==> src/rtl/ase_quiesce_monitor.sv <==
// ase_quiesce_monitor: protocol-independent in-flight transaction tracker.
// Counts outstanding reads and writes, reports a registered idle level after a
// run of quiet cycles, and answers a drain (lockdown) request once traffic has
// retired. One instance per simulated AFU port.
module ase_quiesce_monitor #(
    parameter int MAX_OUTSTANDING  = 512,
    parameter int IDLE_HOLD_CYCLES = 16,
    localparam int CNT_W = $clog2(MAX_OUTSTANDING + 1)
) (
    input  logic             clk,
    input  logic             SoftReset,
    input  logic             rd_req_valid,
    output logic             rd_req_ready,
    input  logic             rd_rsp_valid,
    input  logic             wr_req_valid,
    output logic             wr_req_ready,
    input  logic             wr_rsp_valid,
    input  logic             drain_req,
    output logic             drain_ack,
    output logic             system_is_idle,
    output logic [CNT_W-1:0] rd_outstanding,
    output logic [CNT_W-1:0] wr_outstanding,
    output logic             err_underflow,
    output logic             err_overflow
);

    localparam int IDLE_W = $clog2(IDLE_HOLD_CYCLES + 1);

    localparam logic [CNT_W-1:0]  CNT_MAX  = CNT_W'(MAX_OUTSTANDING);
    localparam logic [IDLE_W-1:0] IDLE_MAX = IDLE_W'(IDLE_HOLD_CYCLES);

    localparam logic [1:0] ST_RUN     = 2'd0;
    localparam logic [1:0] ST_DRAIN   = 2'd1;
    localparam logic [1:0] ST_DRAINED = 2'd2;

    logic [1:0]        state_q,    state_d;
    logic [CNT_W-1:0]  rd_cnt_q,   rd_cnt_d;
    logic [CNT_W-1:0]  wr_cnt_q,   wr_cnt_d;
    logic [IDLE_W-1:0] idle_cnt_q, idle_cnt_d;
    logic              idle_q,     idle_d;
    logic              ack_q,      ack_d;
    logic              uf_q,       uf_d;
    logic              of_q,       of_d;

    logic rd_acc;
    logic wr_acc;
    logic quiet;

    // A response with nothing outstanding (and no accept to pair with) is
    // dropped: the count holds at zero and the underflow flag records it.
    function automatic logic [CNT_W-1:0] next_count(input logic [CNT_W-1:0] cnt,
                                                    input logic             acc,
                                                    input logic             rsp);
        if (acc && !rsp) begin
            return cnt + CNT_W'(1);
        end else if (rsp && !acc && (cnt != '0)) begin
            return cnt - CNT_W'(1);
        end
        return cnt;
    endfunction

    // Admission is only possible in RUN, below the limit and outside reset.
    assign rd_req_ready = !SoftReset && (state_q == ST_RUN) && (rd_cnt_q < CNT_MAX);
    assign wr_req_ready = !SoftReset && (state_q == ST_RUN) && (wr_cnt_q < CNT_MAX);

    assign rd_acc = rd_req_valid && rd_req_ready;
    assign wr_acc = wr_req_valid && wr_req_ready;

    assign quiet = (rd_cnt_q == '0) && (wr_cnt_q == '0) && !rd_acc && !wr_acc &&
                   !rd_rsp_valid && !wr_rsp_valid;

    // Next-state for counters, idle tracking, error flags and drain FSM.
    always_comb begin
        // NOTE: every signal assigned here gets a default first so no path can
        // leave it unassigned and infer a latch.
        state_d    = state_q;
        rd_cnt_d   = next_count(rd_cnt_q, rd_acc, rd_rsp_valid);
        wr_cnt_d   = next_count(wr_cnt_q, wr_acc, wr_rsp_valid);
        idle_cnt_d = '0;
        idle_d     = 1'b0;
        uf_d       = uf_q;
        of_d       = of_q;

        if ((rd_rsp_valid && !rd_acc && (rd_cnt_q == '0)) ||
            (wr_rsp_valid && !wr_acc && (wr_cnt_q == '0))) begin
            uf_d = 1'b1;
        end

        if ((state_q == ST_RUN) &&
            ((rd_req_valid && (rd_cnt_q == CNT_MAX)) ||
             (wr_req_valid && (wr_cnt_q == CNT_MAX)))) begin
            of_d = 1'b1;
        end

        // Idle rises on the edge that closes the IDLE_HOLD_CYCLES-th quiet cycle.
        if (quiet) begin
            idle_cnt_d = (idle_cnt_q == IDLE_MAX) ? idle_cnt_q : idle_cnt_q + IDLE_W'(1);
            idle_d     = (idle_cnt_q >= IDLE_MAX - IDLE_W'(1));
        end

        case (state_q)
            ST_RUN: begin
                if (drain_req) state_d = ST_DRAIN;
            end
            ST_DRAIN: begin
                if (!drain_req)   state_d = ST_RUN;
                else if (idle_q)  state_d = ST_DRAINED;
            end
            ST_DRAINED: begin
                if (!drain_req) state_d = ST_RUN;
            end
            default: state_d = ST_RUN;
        endcase

        ack_d = (state_d == ST_DRAINED);
    end

    // State registers with synchronous active-high reset.
    always_ff @(posedge clk) begin
        // NOTE: sequential state uses non-blocking assignments so every register
        // samples the pre-edge values regardless of statement order.
        if (SoftReset) begin
            state_q    <= ST_RUN;
            rd_cnt_q   <= '0;
            wr_cnt_q   <= '0;
            idle_cnt_q <= '0;
            idle_q     <= 1'b0;
            ack_q      <= 1'b0;
            uf_q       <= 1'b0;
            of_q       <= 1'b0;
        end else begin
            state_q    <= state_d;
            rd_cnt_q   <= rd_cnt_d;
            wr_cnt_q   <= wr_cnt_d;
            idle_cnt_q <= idle_cnt_d;
            idle_q     <= idle_d;
            ack_q      <= ack_d;
            uf_q       <= uf_d;
            of_q       <= of_d;
        end
    end

    assign drain_ack      = ack_q;
    assign system_is_idle = idle_q;
    assign rd_outstanding = rd_cnt_q;
    assign wr_outstanding = wr_cnt_q;
    assign err_underflow  = uf_q;
    assign err_overflow   = of_q;

endmodule

==> config.mk <==
export PLATFORM = sky130hd
export DESIGN_NAME = ase_quiesce_monitor
export DESIGN_NICKNAME = d
export VERILOG_FILES = /design/src/rtl/ase_quiesce_monitor.sv
export SDC_FILE = /design/constraint.sdc
export NUM_CORES = 1
export LEC_CHECK = 0
export BUFFER_PORTS_ARGS = -buffer_cell sky130_fd_sc_hd__clkbuf_2
export CORE_ASPECT_RATIO = 0.8
export CORE_MARGIN = 10
export CORE_UTILIZATION = 35
export CTS_CLUSTER_SIZE = 16
export DETAILED_ROUTE_END_ITERATION = 10
export GPL_ROUTABILITY_DRIVEN = 0
export RECOVER_POWER = 25
export SETUP_SLACK_MARGIN = 0.3
export SYNTH_ARGS = -nofsm -noshare
export SYNTH_HDL_FRONTEND = slang
export SYNTH_SLANG_ARGS = --single-unit
==> constraint.sdc <==
create_clock -name clk -period 4.64 [get_ports clk]
set_input_delay 0.464 -clock clk [delete_from_list [all_inputs] [get_ports clk]]
set_output_delay 0.464 -clock clk [all_outputs]
set_load 0.005 [all_outputs]
==> results of run 1 <==
==> cells in the mapped netlist, types with 3 or more instances <==
library cell | number | share of area
a21o_1 | 7 | 0.023
or3_1 | 3 | 0.0083
ha_1 | 19 | 0.10
xnor2_1 | 5 | 0.019
and3_1 | 3 | 0.0083
nor4_1 | 4 | 0.011
nor2_1 | 32 | 0.053
nor2b_1 | 5 | 0.014
a21oi_1 | 23 | 0.051
nor3b_1 | 4 | 0.013
buf_4 | 3 | 0.0099
inv_1 | 14 | 0.023
a311oi_1 | 3 | 0.012
a211oi_1 | 5 | 0.017
nand2_1 | 23 | 0.038
nand3_1 | 11 | 0.024
nor3_1 | 11 | 0.024
clkbuf_1 | 5 | 0.0083
dfxtp_1 | 31 | 0.27
o21ai_0 | 15 | 0.033
or2_2 | 3 | 0.0083
mux2i_1 | 5 | 0.022
==> routing by layer <==
layer / vias to the layer above / track usage / routed length [um]
met5: - / 0 / 0
met4: 0 / 0.0357 / 48
met3: 6 / 0.0371 / 322
met2: 36 / 0.168 / 2400
met1: 955 / 0.142 / 2670
li1: 1082 / - / -
==> critical path, cell delays in order <==
cell and delay (ps):
clkbuf_1 340, or3_4 480, nor4b_4 380, inv_1 260, ha_1 330, a21o_1 120
and4_1 240, nor2_1 50, o311ai_1 330, mux2_4 330
==> flip-flops by register name (all words and copies together) (netlist names) <==
| signal | count |
|---|---|
| drain_ack | 1 |
| err_overflow | 1 |
| err_underflow | 1 |
| idle_cnt_q | 5 |
| rd_outstanding | 10 |
| state_q | 2 |
| system_is_idle | 1 |
| wr_outstanding | 10 |
==> cells by family (layout without fill, tap and decap cells) <==
group | Yosys count | after routing | synth area share
adder cells (fa/ha/maj) | 21 | 21 | 0.123
XOR/XNOR | 6 | 6 | 0.0232
buffers and inverters | 24 | 56 | 0.0514
AND/OR/NAND/NOR | 112 | 112 | 0.261
multiplexers | 8 | 8 | 0.0387
flip-flops | 31 | 31 | 0.274
AO/OA/AOI/OAI | 76 | 76 | 0.229
==> metrics by stage <==
step | setup WS, ps | total power [mW]
final | 1480 | 1.84
after global routing | 1230 | 2.03
after CTS | 1610 | 1.85
after detailed placement | 1290 | 1.63
after global placement | 1380 | 1.63
after floorplan | 1860 | 1.35
==> worst min-delay path by stage <==
| stage | from | endpoint | slack (ps) | cells past startpoint |
|---|---|---|---|---|
| 2_1_floorplan | err_overflow$_SDFFE_PP0P_ | err_overflow$_SDFFE_PP0P_ | 460 | 2 |
| 3_3_place_gp | err_overflow$_SDFFE_PP0P_ | err_overflow$_SDFFE_PP0P_ | 470 | 2 |
| 3_5_place_dp | err_overflow$_SDFFE_PP0P_ | err_overflow$_SDFFE_PP0P_ | 470 | 2 |
| 4_1_cts | drain_req | state_q[0]$_SDFF_PP0_ | 410 | 2 |
| 5_1_grt | drain_req | state_q[0]$_SDFF_PP0_ | 420 | 2 |
| 6_report | drain_req | state_q[0]$_SDFF_PP0_ | 420 | 2 |
==> power breakdown <==
group / total [mW] / leakage [nW] / internal [mW] / switching [mW]
Combinational: 1.16 / 0.716 / 0.522 / 0.643
Sequential: 0.464 / 0.255 / 0.350 / 0.114
Clock: 0.208 / 0.0477 / 0.102 / 0.106
Total: 1.84 / 1.02 / 0.975 / 0.862
==> area by class of cell <==
| cell class | instances | area, um2 |
|---|---|---|
| timing repair buffer | 34 | 159 |
| fill | 647 | 3790 |
| clock inverter | 3 | 15.0 |
| tap | 84 | 105 |
| clock buffer | 5 | 68.8 |
| inverter | 14 | 52.6 |
| sequential | 31 | 621 |
| multi-input combinational | 223 | 1530 |
==> impl_metrics.env, run 1 <==
export IMPL_htree_levels=2
export IMPL_setup_viol=0
export IMPL_cts_setup_buffers=0
export IMPL_n_antenna_cell=0
export IMPL_status="finished clean"
export IMPL_synth_nets=306
export IMPL_cts_path_max_buffers=2
export IMPL_drc=0
export IMPL_postPlaceCellArea_um2=2480
export IMPL_final_cell_mix="32 x nor2_1, 31 x dfxtp_1, 23 x a21oi_1, 23 x nand2_1, 22 x clkbuf_2"
export IMPL_coreArea_um2=6340
export IMPL_skew_ps=6.02
export IMPL_rsz0062_at_grt="no"
export IMPL_routedWlPerCell_um=13.8
export IMPL_antenna_left=0
export IMPL_r2r_slack_ps=1700
export IMPL_cp_required_ps=4820
export IMPL_fin_crit_ps=3160
export IMPL_cts_made_buffers=5
export IMPL_dr_first_iter_drc_count=95
export IMPL_slew_headroom=0.434
export IMPL_fin_util=0.402
export IMPL_postCtsHoldBufs=0
export IMPL_worstSetupPathType="input pin to flop"
export IMPL_r2r_cells=9
export IMPL_clk_latency_ps=290
export IMPL_async_flop_share=0
export IMPL_antenna_found_initial=0
export IMPL_synth_avg_cell_area_um2=8.15
export IMPL_ys_warn_count=0
export IMPL_yosysSeqAreaShare=0.274
export IMPL_num_rows=26
export IMPL_synth_seq_cells=31
export IMPL_cp_max_fo=19
export IMPL_cts_root_buffer="clkbuf_8"
export IMPL_vias=2079
export IMPL_grt_pass1_wl_um=9300
export IMPL_holdWs_ps=418
export IMPL_final_common_cell="nor2_1"
export IMPL_slew_viol_final=0
export IMPL_crit_end="rd_outstanding[9]$_SDFFE_PP0P_"
export IMPL_maxCapViolCount=0
export IMPL_cts_sinks=31
export IMPL_die_h_um=91.9
export IMPL_clk_pin_slew_ps=70
export IMPL_leakage_nw=1.02
export IMPL_grt_pass1_vias=2006
export IMPL_port_buffers=32
export IMPL_synthToLayoutAreaGrowth_pct=12.5
export IMPL_viasPerCell=5.28
export IMPL_hold_class="input pin to flop"
export IMPL_finalCritPeriodShare=0.680
export IMPL_r2r_start="state_q[1]$_SDFF_PP0_"
export IMPL_place_inst=386
export IMPL_synth_area_um2=2260
export IMPL_synth_cell_type_count=57
export IMPL_synth_ff_type="dfxtp_1"
export IMPL_cp_start_kind="input pin"
export IMPL_firstDrtPassIters=4
export IMPL_stdcell_area_um2=2550
export IMPL_fp_dieW_um=110
export IMPL_hold_violations=0
export IMPL_post_cts_resized=0
export IMPL_startpoint="SoftReset"
export IMPL_tns_ps=0
export IMPL_vdd_ir_drop_max_mv=0.283
export IMPL_r2r_end="rd_outstanding[9]$_SDFFE_PP0P_"
export IMPL_boundaryPins=33
export IMPL_grt_total_usage=0.110
export IMPL_num_nets_final=337
export IMPL_cp_end_kind="flop"
export IMPL_arrival_ps=3340
export IMPL_tightest_slew_ps=849
export IMPL_grt_ovfl_total=0
export IMPL_start_util=0.357
export IMPL_synthCells=278
export IMPL_layout_cells_non_filler=394
export IMPL_drive_above_1_share=0.155
export IMPL_hpwl_um=4080
export IMPL_die_area_um2=10100
export IMPL_power_density_nw_per_um2=721
export IMPL_synth_edff_count=0
export IMPL_cts_tree="yes"
export IMPL_fmax_ghz=0.317
export IMPL_grt_max_degree=20
export IMPL_drt_total_wl_um=5440
No activity file was read; power rests on OpenSTA's default activity.
==> run 2: changes to the inputs <==
- ABC_AREA: not set -> 1
- clock period: 4.64 -> 2.89 ns (I/O delays scaled with it)
==> impl_metrics.env, run 2 <==
export IMPL_status="finished clean"
export IMPL_cts_setup_buffers=0
export IMPL_cts_path_max_buffers=2
export IMPL_port_buffers=32
export IMPL_num_nets_final=413
export IMPL_final_cell_mix="77 x nand2_1, 77 x nor2_1, 49 x inv_1, 31 x dfxtp_1, 25 x clkbuf_2"
export IMPL_startpoint="state_q[1]$_SDFF_PP0_"
export IMPL_synth_edff_count=0
export IMPL_netlist_top_cells_count="77 x nand2_1, 77 x nor2_1, 48 x inv_1"
export IMPL_synthXorXnorAreaFrac=0.0233
export IMPL_ys_warn_count=0
export IMPL_vias=2157
export IMPL_antenna_found_initial=0
export IMPL_worstSetupPathType="flop to flop"
export IMPL_coreArea_um2=6310
export IMPL_grt_total_usage=0.114
export IMPL_synthToLayoutAreaGrowth_pct=13.7
export IMPL_clk_latency_ps=280
export IMPL_cp_end_kind="flop"
export IMPL_crit_top_cell="nand2_1"
export IMPL_fmax_ghz=0.433
export IMPL_skew_ps=2.29
export IMPL_synth_seq_cells=31
export IMPL_r2r_slack_ps=580
export IMPL_vdd_ir_drop_max_mv=0.364
export IMPL_drt_total_wl_um=5530
export IMPL_leakage_nw=1.36
export IMPL_synthAdderAreaFrac=0.123
export IMPL_r2r_end="rd_outstanding[9]$_SDFFE_PP0P_"
export IMPL_start_util=0.357
export IMPL_firstDrtPassIters=4
export IMPL_cts_root_buffer="clkbuf_8"
export IMPL_n_antenna_cell=0
export IMPL_synth_top_family_by_area="simple AND/OR/NAND/NOR gates"
export IMPL_slew_headroom=0.534
export IMPL_clk_pin_slew_ps=70
export IMPL_die_h_um=91.8
export IMPL_viasPerCell=4.59
export IMPL_cp_start_kind="flop"
export IMPL_slew_viol_final=0
export IMPL_r2r_cells=13
export IMPL_arrival_ps=2490
export IMPL_drive_above_1_share=0.114
export IMPL_cts_made_buffers=5
export IMPL_worst_slack_ps=580
export IMPL_synth_avg_cell_area_um2=6.46
export IMPL_path_cells="nor2_4 -> nand4_1 -> inv_1 -> nand2_2 -> ha_1 -> a21oi_1 -> nand2_1 -> nand2_1 -> nand2_1 -> nor2_1 -> nand3_1 -> nand2_1 -> nor2_1"
export IMPL_yosysTopAreaCell="dfxtp_1"
export IMPL_die_area_um2=10100
export IMPL_pre_cts_ws_ps=424
export IMPL_n_fill_cell=703
export IMPL_crit_end="rd_outstanding[9]$_SDFFE_PP0P_"
export IMPL_hold_class="input pin to flop"
export IMPL_synth_ff_type="dfxtp_1"
export IMPL_drc=0
export IMPL_grt_pass1_vias=2018
export IMPL_synthTopCellsByArea="dfxtp_1 28%, nand2_1 13%, nor2_1 13%, ha_1 11%, inv_1 8.0%"
export IMPL_dr_first_iter_drc_count=61
export IMPL_fin_crit_ps=2310
export IMPL_synth_top_area_share=0.275
export IMPL_maxCapViolCount=0
export IMPL_cp_max_fo=11
export IMPL_crit_path_max_incr_delay_ps=400
export IMPL_antenna_left=0
export IMPL_hold_start="SoftReset"
export IMPL_tns_ps=0
export IMPL_grt_pass1_wl_um=9380
export IMPL_cts_tree="yes"
export IMPL_synth_compound_area_frac=0.108
export IMPL_htree_levels=2
export IMPL_hold_violations=0
export IMPL_num_rows=26
export IMPL_cts_sinks=31
export IMPL_hpwl_um=4350
export IMPL_yosysSeqAreaShare=0.275
export IMPL_routedWlPerCell_um=11.8
export IMPL_synth_area_um2=2250
export IMPL_synthCells=349
export IMPL_synthMuxAreaShare=0
export IMPL_synthSimpleGateAreaFrac=0.373
export IMPL_synth_nets=377
export IMPL_synth_cell_type_count=30
export IMPL_boundaryPins=33
export IMPL_cpMaxStageDelayCell="ha_1"
export IMPL_postCtsHoldBufs=0
export IMPL_grt_max_degree=17
export IMPL_async_flop_share=0
export IMPL_power_density_nw_per_um2=910
export IMPL_cp_required_ps=3070
export IMPL_fp_dieW_um=110
export IMPL_rsz0062_at_grt="no"
export IMPL_r2r_start="state_q[1]$_SDFF_PP0_"
export IMPL_finalCritPeriodShare=0.799
export IMPL_setup_viol=0
export IMPL_tightest_slew_ps=699
export IMPL_grt_ovfl_total=0
[run 2: cell count changes after synthesis, moves of 7 or more]
cell and delta:
o21ai_1 +15, o21ai_0 -11, nand3_1 +11, nor2_1 +45, nand2_1 +54, nor3_1 -7
inv_1 +34, a21oi_1 -9
[run 2: cell families (layout without fill, tap and decap cells)]
| family | count (synthesis) | after routing |
|---|---|---|
| AOI/OAI and AO/OA | 43 | 43 |
| DFF | 31 | 31 |
| adders and majority gates | 21 | 21 |
| buffers and inverters | 53 | 90 |
| xor gates and xnor gates | 6 | 6 |
| and+or+nand+nor | 195 | 195 |
[run 2: metrics by stage]
stage | cells | hold slack [ps] | power, mW | utilization | instance area, um2
6_report | 470 | 206 | 2.33 | 0.406 | 2560
4_1_cts | 470 | 195 | 2.35 | 0.408 | 2570
2_1_floorplan | 349 | 361 | 1.68 | - | 2250
3_3_place_gp | 462 | 436 | 2.00 | 0.395 | 2490
5_1_grt | 470 | 229 | 2.61 | 0.406 | 2560
3_5_place_dp | 462 | 447 | 2.01 | 0.395 | 2490
[run 2: cell type report]
type | instances | area (um2) | area share
multi-input cells | 265 | 1420 | 0.553
flip-flops and latches | 31 | 621 | 0.242
inverters | 49 | 184 | 0.0718
repair buffers | 33 | 155 | 0.0605
well taps | 84 | 105 | 0.0410
clock buffers | 7 | 76.3 | 0.0298
clock inverters | 1 | 5.00 | 0.00195
[run 2: timing repair]
action                     4_1_cts  5_1_grt
setup endpoints to repair        0        3
hold endpoints to repair         0        0
gates resized for setup          0        2
[run 2: how the worst min path moves through the flow]
stage | to | slack (ps) | cells past startpoint
4_1_cts | err_underflow$_SDFFE_PP0P_ | 190 | 2
6_report | err_underflow$_SDFFE_PP0P_ | 210 | 2
3_3_place_gp | err_overflow$_SDFFE_PP0P_ | 440 | 1
5_1_grt | err_underflow$_SDFFE_PP0P_ | 230 | 2
3_5_place_dp | err_overflow$_SDFFE_PP0P_ | 450 | 1
2_1_floorplan | err_underflow$_SDFFE_PP0P_ | 360 | 1
[run 2: per-layer routing]
| metal | track usage | wire length (um) |
|---|---|---|
| met3 | 0.0378 | 342 |
| met4 | 0.0325 | 65 |
| met1 | 0.156 | 2840 |
| met2 | 0.165 | 2290 |
| met5 | 0 | 0 |
[run 2: critical path: cells and delay by family, from the launching register on]
kind,cells,cell delay (ps)
AND/OR/NAND/NOR,10,1010
adder cells (fa/ha/maj),1,400
flip-flops,1,360
AO/OA/AOI/OAI,1,300
buffers and inverters,1,110
[run 2: report_power, final]
group          switching, mW  total [mW]  internal, mW
clock                  0.164       0.332         0.169
sequential             0.117       0.644         0.526
combinational          0.829        1.36         0.528
